<file path="src/rtl/ternary_requant.sv">
`default_nettype none
// ============================================================================
//  Module      : ternary_requant
//  Description : Two-stage requantizer. Shifts a balanced-ternary accumulator
//                down, applies optional ReLU and saturates it to an activation.
//  Revision    : 1.0 - initial release
// ============================================================================
module ternary_requant #(
    parameter int ACC_WIDTH = 27,
    parameter int ACT_WIDTH = 8,
    parameter int CNT_WIDTH = 16
) (
    input  logic                       clk,
    input  logic                       rst,
    input  logic                       in_valid,
    output logic                       in_ready,
    input  logic [ACC_WIDTH-1:0][1:0]  in_acc,
    input  logic [4:0]                 in_shift,
    input  logic                       in_relu,
    output logic                       out_valid,
    input  logic                       out_ready,
    output logic [ACT_WIDTH-1:0][1:0]  out_act,
    output logic                       out_sat,
    input  logic                       cnt_clr,
    output logic [CNT_WIDTH-1:0]       sat_count
);

    localparam logic [1:0] c_T_ZERO = 2'b00;
    localparam logic [1:0] c_T_POS  = 2'b01;
    localparam logic [1:0] c_T_NEG  = 2'b10;
    localparam int         c_K_MAX_INT = ACC_WIDTH - ACT_WIDTH;
    localparam logic [4:0] c_K_MAX = (c_K_MAX_INT > 31) ? 5'd31 : 5'(c_K_MAX_INT);

    logic                       w_s1_adv;
    logic                       w_out_xfer;
    logic [4:0]                 w_k;
    logic [ACC_WIDTH-1:0][1:0]  w_clean;
    logic [ACC_WIDTH-1:0][1:0]  w_shifted;
    logic [1:0]                 w_hi_sign;
    logic [1:0]                 w_all_sign;
    logic [ACT_WIDTH-1:0][1:0]  w_act;
    logic                       w_sat;

    logic                       r_s1_valid;
    logic [ACC_WIDTH-1:0][1:0]  r_s1_trits;
    logic                       r_s1_relu;
    logic                       r_s2_valid;
    logic [ACT_WIDTH-1:0][1:0]  r_out_act;
    logic                       r_out_sat;
    logic [CNT_WIDTH-1:0]       r_sat_count;

    assign w_s1_adv   = !r_s2_valid || out_ready;
    assign in_ready   = !r_s1_valid || w_s1_adv;
    assign w_out_xfer = r_s2_valid && out_ready;

    // The unused trit code 2'b11 is folded to zero before anything else sees it
    for (genvar i = 0; i < ACC_WIDTH; i++) begin : g_clean
        assign w_clean[i] = (in_acc[i] == 2'b11) ? c_T_ZERO : in_acc[i];
    end

    // Dropping low trits of a balanced-ternary number is round-to-nearest
    assign w_k       = (in_shift > c_K_MAX) ? c_K_MAX : in_shift;
    assign w_shifted = w_clean >> {w_k, 1'b0};

    // The sign of a balanced-ternary number is the sign of its top nonzero trit.
    // Any nonzero trit above the activation width means the value is out of range.
    always_comb begin
        w_hi_sign  = c_T_ZERO;
        w_all_sign = c_T_ZERO;
        for (int i = 0; i < ACC_WIDTH; i++) begin
            if (r_s1_trits[i] != c_T_ZERO) begin
                w_all_sign = r_s1_trits[i];
                if (i >= ACT_WIDTH) begin
                    w_hi_sign = r_s1_trits[i];
                end
            end
        end

        w_act = r_s1_trits[ACT_WIDTH-1:0];
        w_sat = 1'b0;
        if (r_s1_relu && (w_all_sign == c_T_NEG)) begin
            w_act = '0;
        end else if (w_hi_sign == c_T_POS) begin
            w_act = {ACT_WIDTH{c_T_POS}};
            w_sat = 1'b1;
        end else if (w_hi_sign == c_T_NEG) begin
            w_act = {ACT_WIDTH{c_T_NEG}};
            w_sat = 1'b1;
        end
    end

    always_ff @(posedge clk) begin
        if (rst) begin
            r_s1_valid <= 1'b0;
            r_s1_trits <= '0;
            r_s1_relu  <= 1'b0;
        end else if (in_ready) begin
            r_s1_valid <= in_valid;
            if (in_valid) begin
                r_s1_trits <= w_shifted;
                r_s1_relu  <= in_relu;
            end
        end
    end

    always_ff @(posedge clk) begin
        if (rst) begin
            r_s2_valid <= 1'b0;
            r_out_act  <= '0;
            r_out_sat  <= 1'b0;
        end else if (w_s1_adv) begin
            r_s2_valid <= r_s1_valid;
            if (r_s1_valid) begin
                r_out_act <= w_act;
                r_out_sat <= w_sat;
            end
        end
    end

    always_ff @(posedge clk) begin
        if (rst || cnt_clr) begin
            r_sat_count <= '0;
        end else if (w_out_xfer && r_out_sat && (r_sat_count != {CNT_WIDTH{1'b1}})) begin
            r_sat_count <= r_sat_count + 1'b1;
        end
    end

    assign out_valid = r_s2_valid;
    assign out_act   = r_out_act;
    assign out_sat   = r_out_sat;
    assign sat_count = r_sat_count;

endmodule
`default_nettype wire
</file>
<file path="config.mk">
export PLATFORM = sky130hd
export DESIGN_NAME = ternary_requant
export DESIGN_NICKNAME = d
export VERILOG_FILES = /design/src/rtl/ternary_requant.sv
export SDC_FILE = /design/constraint.sdc
export NUM_CORES = 1
export LEC_CHECK = 0
export BUFFER_PORTS_ARGS = -buffer_cell sky130_fd_sc_hd__buf_2
export CORE_MARGIN = 2
export CORE_UTILIZATION = 53
export CTS_CLUSTER_SIZE = 25
export DETAILED_ROUTE_END_ITERATION = 10
export PLACE_DENSITY_LB_ADDON = 0.25
export SKIP_CTS_REPAIR_TIMING = 1
export SYNTH_ARGS = -nofsm -noshare
export SYNTH_HDL_FRONTEND = slang
export SYNTH_SLANG_ARGS = --single-unit
</file>
<file path="constraint.sdc">
create_clock -name clk -period 3.07 [get_ports clk]
set_input_delay 0.1535 -clock clk [delete_from_list [all_inputs] [get_ports clk]]
set_output_delay 0.1535 -clock clk [all_outputs]
set_load 0.02 [all_outputs]
</file>
==> impl_metrics.yaml <==
yosys:
  netlist_area_um2: 6660
  yosysTopAreaCellShare_pct: 27.1
  ys_ff_latch: 90
  yosysTopAreaCell: "dfxtp_1"
  yosys_warnings: 0
  synth_fp_nets: 906
  synth_cell_types: 72
  syn-instance-count: 838
  synth_commonest_cells: "nor2_1, dfxtp_1, mux2i_1, a21oi_1, nand2_1"
  synth_edf_count: 0
  synth_flop_cell: "dfxtp_1"
  ys_async_sr_fraction_pct: 0
  synth_most_common_cell: "nor2_1"
  syn_avg_cell_area_um2: 7.94
  seq_area_frac_synth_pct: 27.1
  synth_area_leaders: "dfxtp_1, mux2i_1, nor2_1, a21oi_1, mux2_2"
final_layout:
  fillerInstances: 1095
  nets: 998
  antenna_cells: 0
  layoutNonFillerInstCount: 1103
  area_growth_pct: 17.1
  fin_area_um2: 7800
  final_layout_size_suffix_gt1_share_pct: 22.7
sta:
  tightest_slew_ps: 1000
  drv_slew: 0
  setup_viol_count_final: 0
  final.setup_skew_ps: 4.59
  rsz0062_at_grt: "false"
  fin_crit_ps: 2890
  fin_hold_ws_ps: 53.4
  finalCritPeriodShare_pct: 94.2
  fmax_mhz: 346
  hold_viol: 0
  setup-tns-final_ps: 0
  max_slew_margin_pct: 32.8
power_and_ir_drop:
  pwr_density_cell_nw_per_um2: 467
  p_leak_nw: 3.24
  finalPower_w: 0.00364
  ir_drop_v: 0.000297
floorplanning:
  row_count: 40
  dieArea_um2: 13500
  start_util_pct: 55.0
  pin_count: 100
  core_area_um2: 12100
  die_w_um: 116
  die_h_um: 116
detailed_routing:
  drt-pass1-iter-count: 6
  postRouteAntennaNets: 0
  routedWlPerCell_um: 19.0
  via_per_inst: 6.31
  drtIter0Drc: 910
  drt-total-wl_mm: 20.9
  vias: 6961
  drc: 0
critical_path:
  required_ps: 3300
  critical_path.slowest_cell: "a2111oi_2"
  path_class: "flip-flop to flip-flop"
  cpPeakStageDelay_ps: 380
  crit_path_cell_trace: "nor2_2 > o211ai_1 > a2111oi_2 > nor3_1 > a211o_1 > a21oi_2 > o32a_1 > ha_2 > clkinvlp_4 > a21oi_1 > nor2_1 > a32o_1"
  crit_path_max_fanout: 5
  worstPathArrival_ps: 3120
  startpoint_type: "flip-flop"
  endpoint_kind: "flip-flop"
global_routing:
  grt_first_pass_wirelength_mm: 33.0
  grt_max_degree: 44
  gr-total-overflow: 0
  antenna_found_initial: 0
  grt_pass1_vias: 6352
  grt_use_total_pct: 31.3
placement:
  port_buffers: 99
  hpwl_mm: 16.1
  postPlaceCellArea_um2: 7410
  gp_congestion: 0.962
  placed_cells: 1084
clocking:
  path_clk_slew_ps: 60
  clkLatencyLatePin_ps: 340
  cts_tree: "done"
  numCtsBuffers: 9
  clkSinkCount: 90
  clockRootBuffer: "clkbuf_16"
  cts_htree_levels: 3
  clk_path_buf_depth: 2
job:
  drv_cap: 0
run_status:
  status: "completed"
worst_hold_path:
  hold_path_class: "input port to flip-flop"
[layer usage]
metal  vias to the layer above  global-route usage, %  wire, um
li1                       3294                      -         -
met1                      3221                   43.9      9220
met2                       394                   49.4      9220
met3                        52                   5.18      1880
met4                         0                   10.0       622
met5                         -                      0         0
[final cells by class]
type	instances	area (um^2)	share of cell area, %
clock buffers	12	246	3.16
clock inverters	4	98.8	1.27
inverters	20	78.8	1.01
multi-input cells	666	4510	57.8
flip-flops and latches	90	1800	23.1
well taps	168	210	2.70
repair buffers	142	843	10.8
repair inverters	1	7.51	0.0963
[where the power goes]
group / leakage [nW] / internal, W / total (W) / switching, W
combinational: 2.34 / 0.000450 / 0.00109 / 0.000641
clock: 0.167 / 0.000820 / 0.00127 / 0.000445
sequential: 0.733 / 0.00123 / 0.00128 / 0.0000548
total: 3.24 / 0.00250 / 0.00364 / 0.00114
[critical path, delay by kind of cell, from the launching register on]
kind / cells / cell delay (ps)
AOI/OAI and AO/OA: 7 / 1630
adders and majority gates: 1 / 260
buffers and inverters: 1 / 170
DFF: 1 / 340
and+or+nand+nor: 3 / 380
[per-stage QoR]
stage | utilization (%) | setup slack, ps
floorplan | - | 351
global placement | 61.2 | 202
detailed placement | 61.2 | 108
CTS | 64.0 | 4.33
global route | 64.4 | 40.2
finish | 64.4 | 178
[cell families (layout without fill, tap and decap cells)]
kind of cell / count (synthesis) / after routing / synth area share (%)
flops: 90 / 90 / 27.1
simple gates: 332 / 332 / 24.9
mux: 91 / 91 / 16.1
xor+xnor: 15 / 15 / 1.97
buf+inv: 82 / 179 / 5.56
compound gates: 225 / 225 / 23.8
fa+ha+maj: 3 / 3 / 0.564
[cells in the final DEF, fill, tap and decap left out, types with 4 or more instances in the layout]
cell type  netlist  routed
a211oi_1        18      18
a21oi_1         55      53
a221o_1          4       4
a222oi_1         5       5
a22oi_1         19      19
a31oi_1          5       5
a32o_1          20      20
and3_1           7       7
and4_1           5       5
buf_2           17      99
buf_4            5      41
clkbuf_16        0       9
dfxtp_1         90      90
inv_1           18      18
mux2_2          22      22
mux2i_1         57      57
mux4_2          10      10
nand2_1         40      40
nand2b_1        38      36
nand3_1         11      11
nand4_1          5       5
nor2_1         125     125
nor2b_1         38      37
nor3_1          30      30
nor3b_1          6       6
nor4_1           9       9
o211ai_1         7       7
o21ai_0         27      27
o21bai_1         4       4
o22ai_1         18      18
o311ai_0         4       4
o32ai_1          4       4
xor2_1          12      12
[sequential cells by signal, indices dropped and copies added (netlist names)]
signal      count
out_act        16
out_sat         1
out_valid       1
r_s1_relu       1
r_s1_trits     54
r_s1_valid      1
sat_count      16
[path summary, 6_finish.rpt]
path	from	endpoint	slack [ps]	cells after the start
worst max register to register	r_s1_trits[34]	out_act[12]	180	12
worst max-delay path	r_s1_trits[34]	out_act[12]	180	12
worst min-delay path	in_relu	r_s1_relu	50	3
worst min register to register	out_act[1]	out_act[1]	460	1
Note: power is estimated with default switching activity, not from simulation.
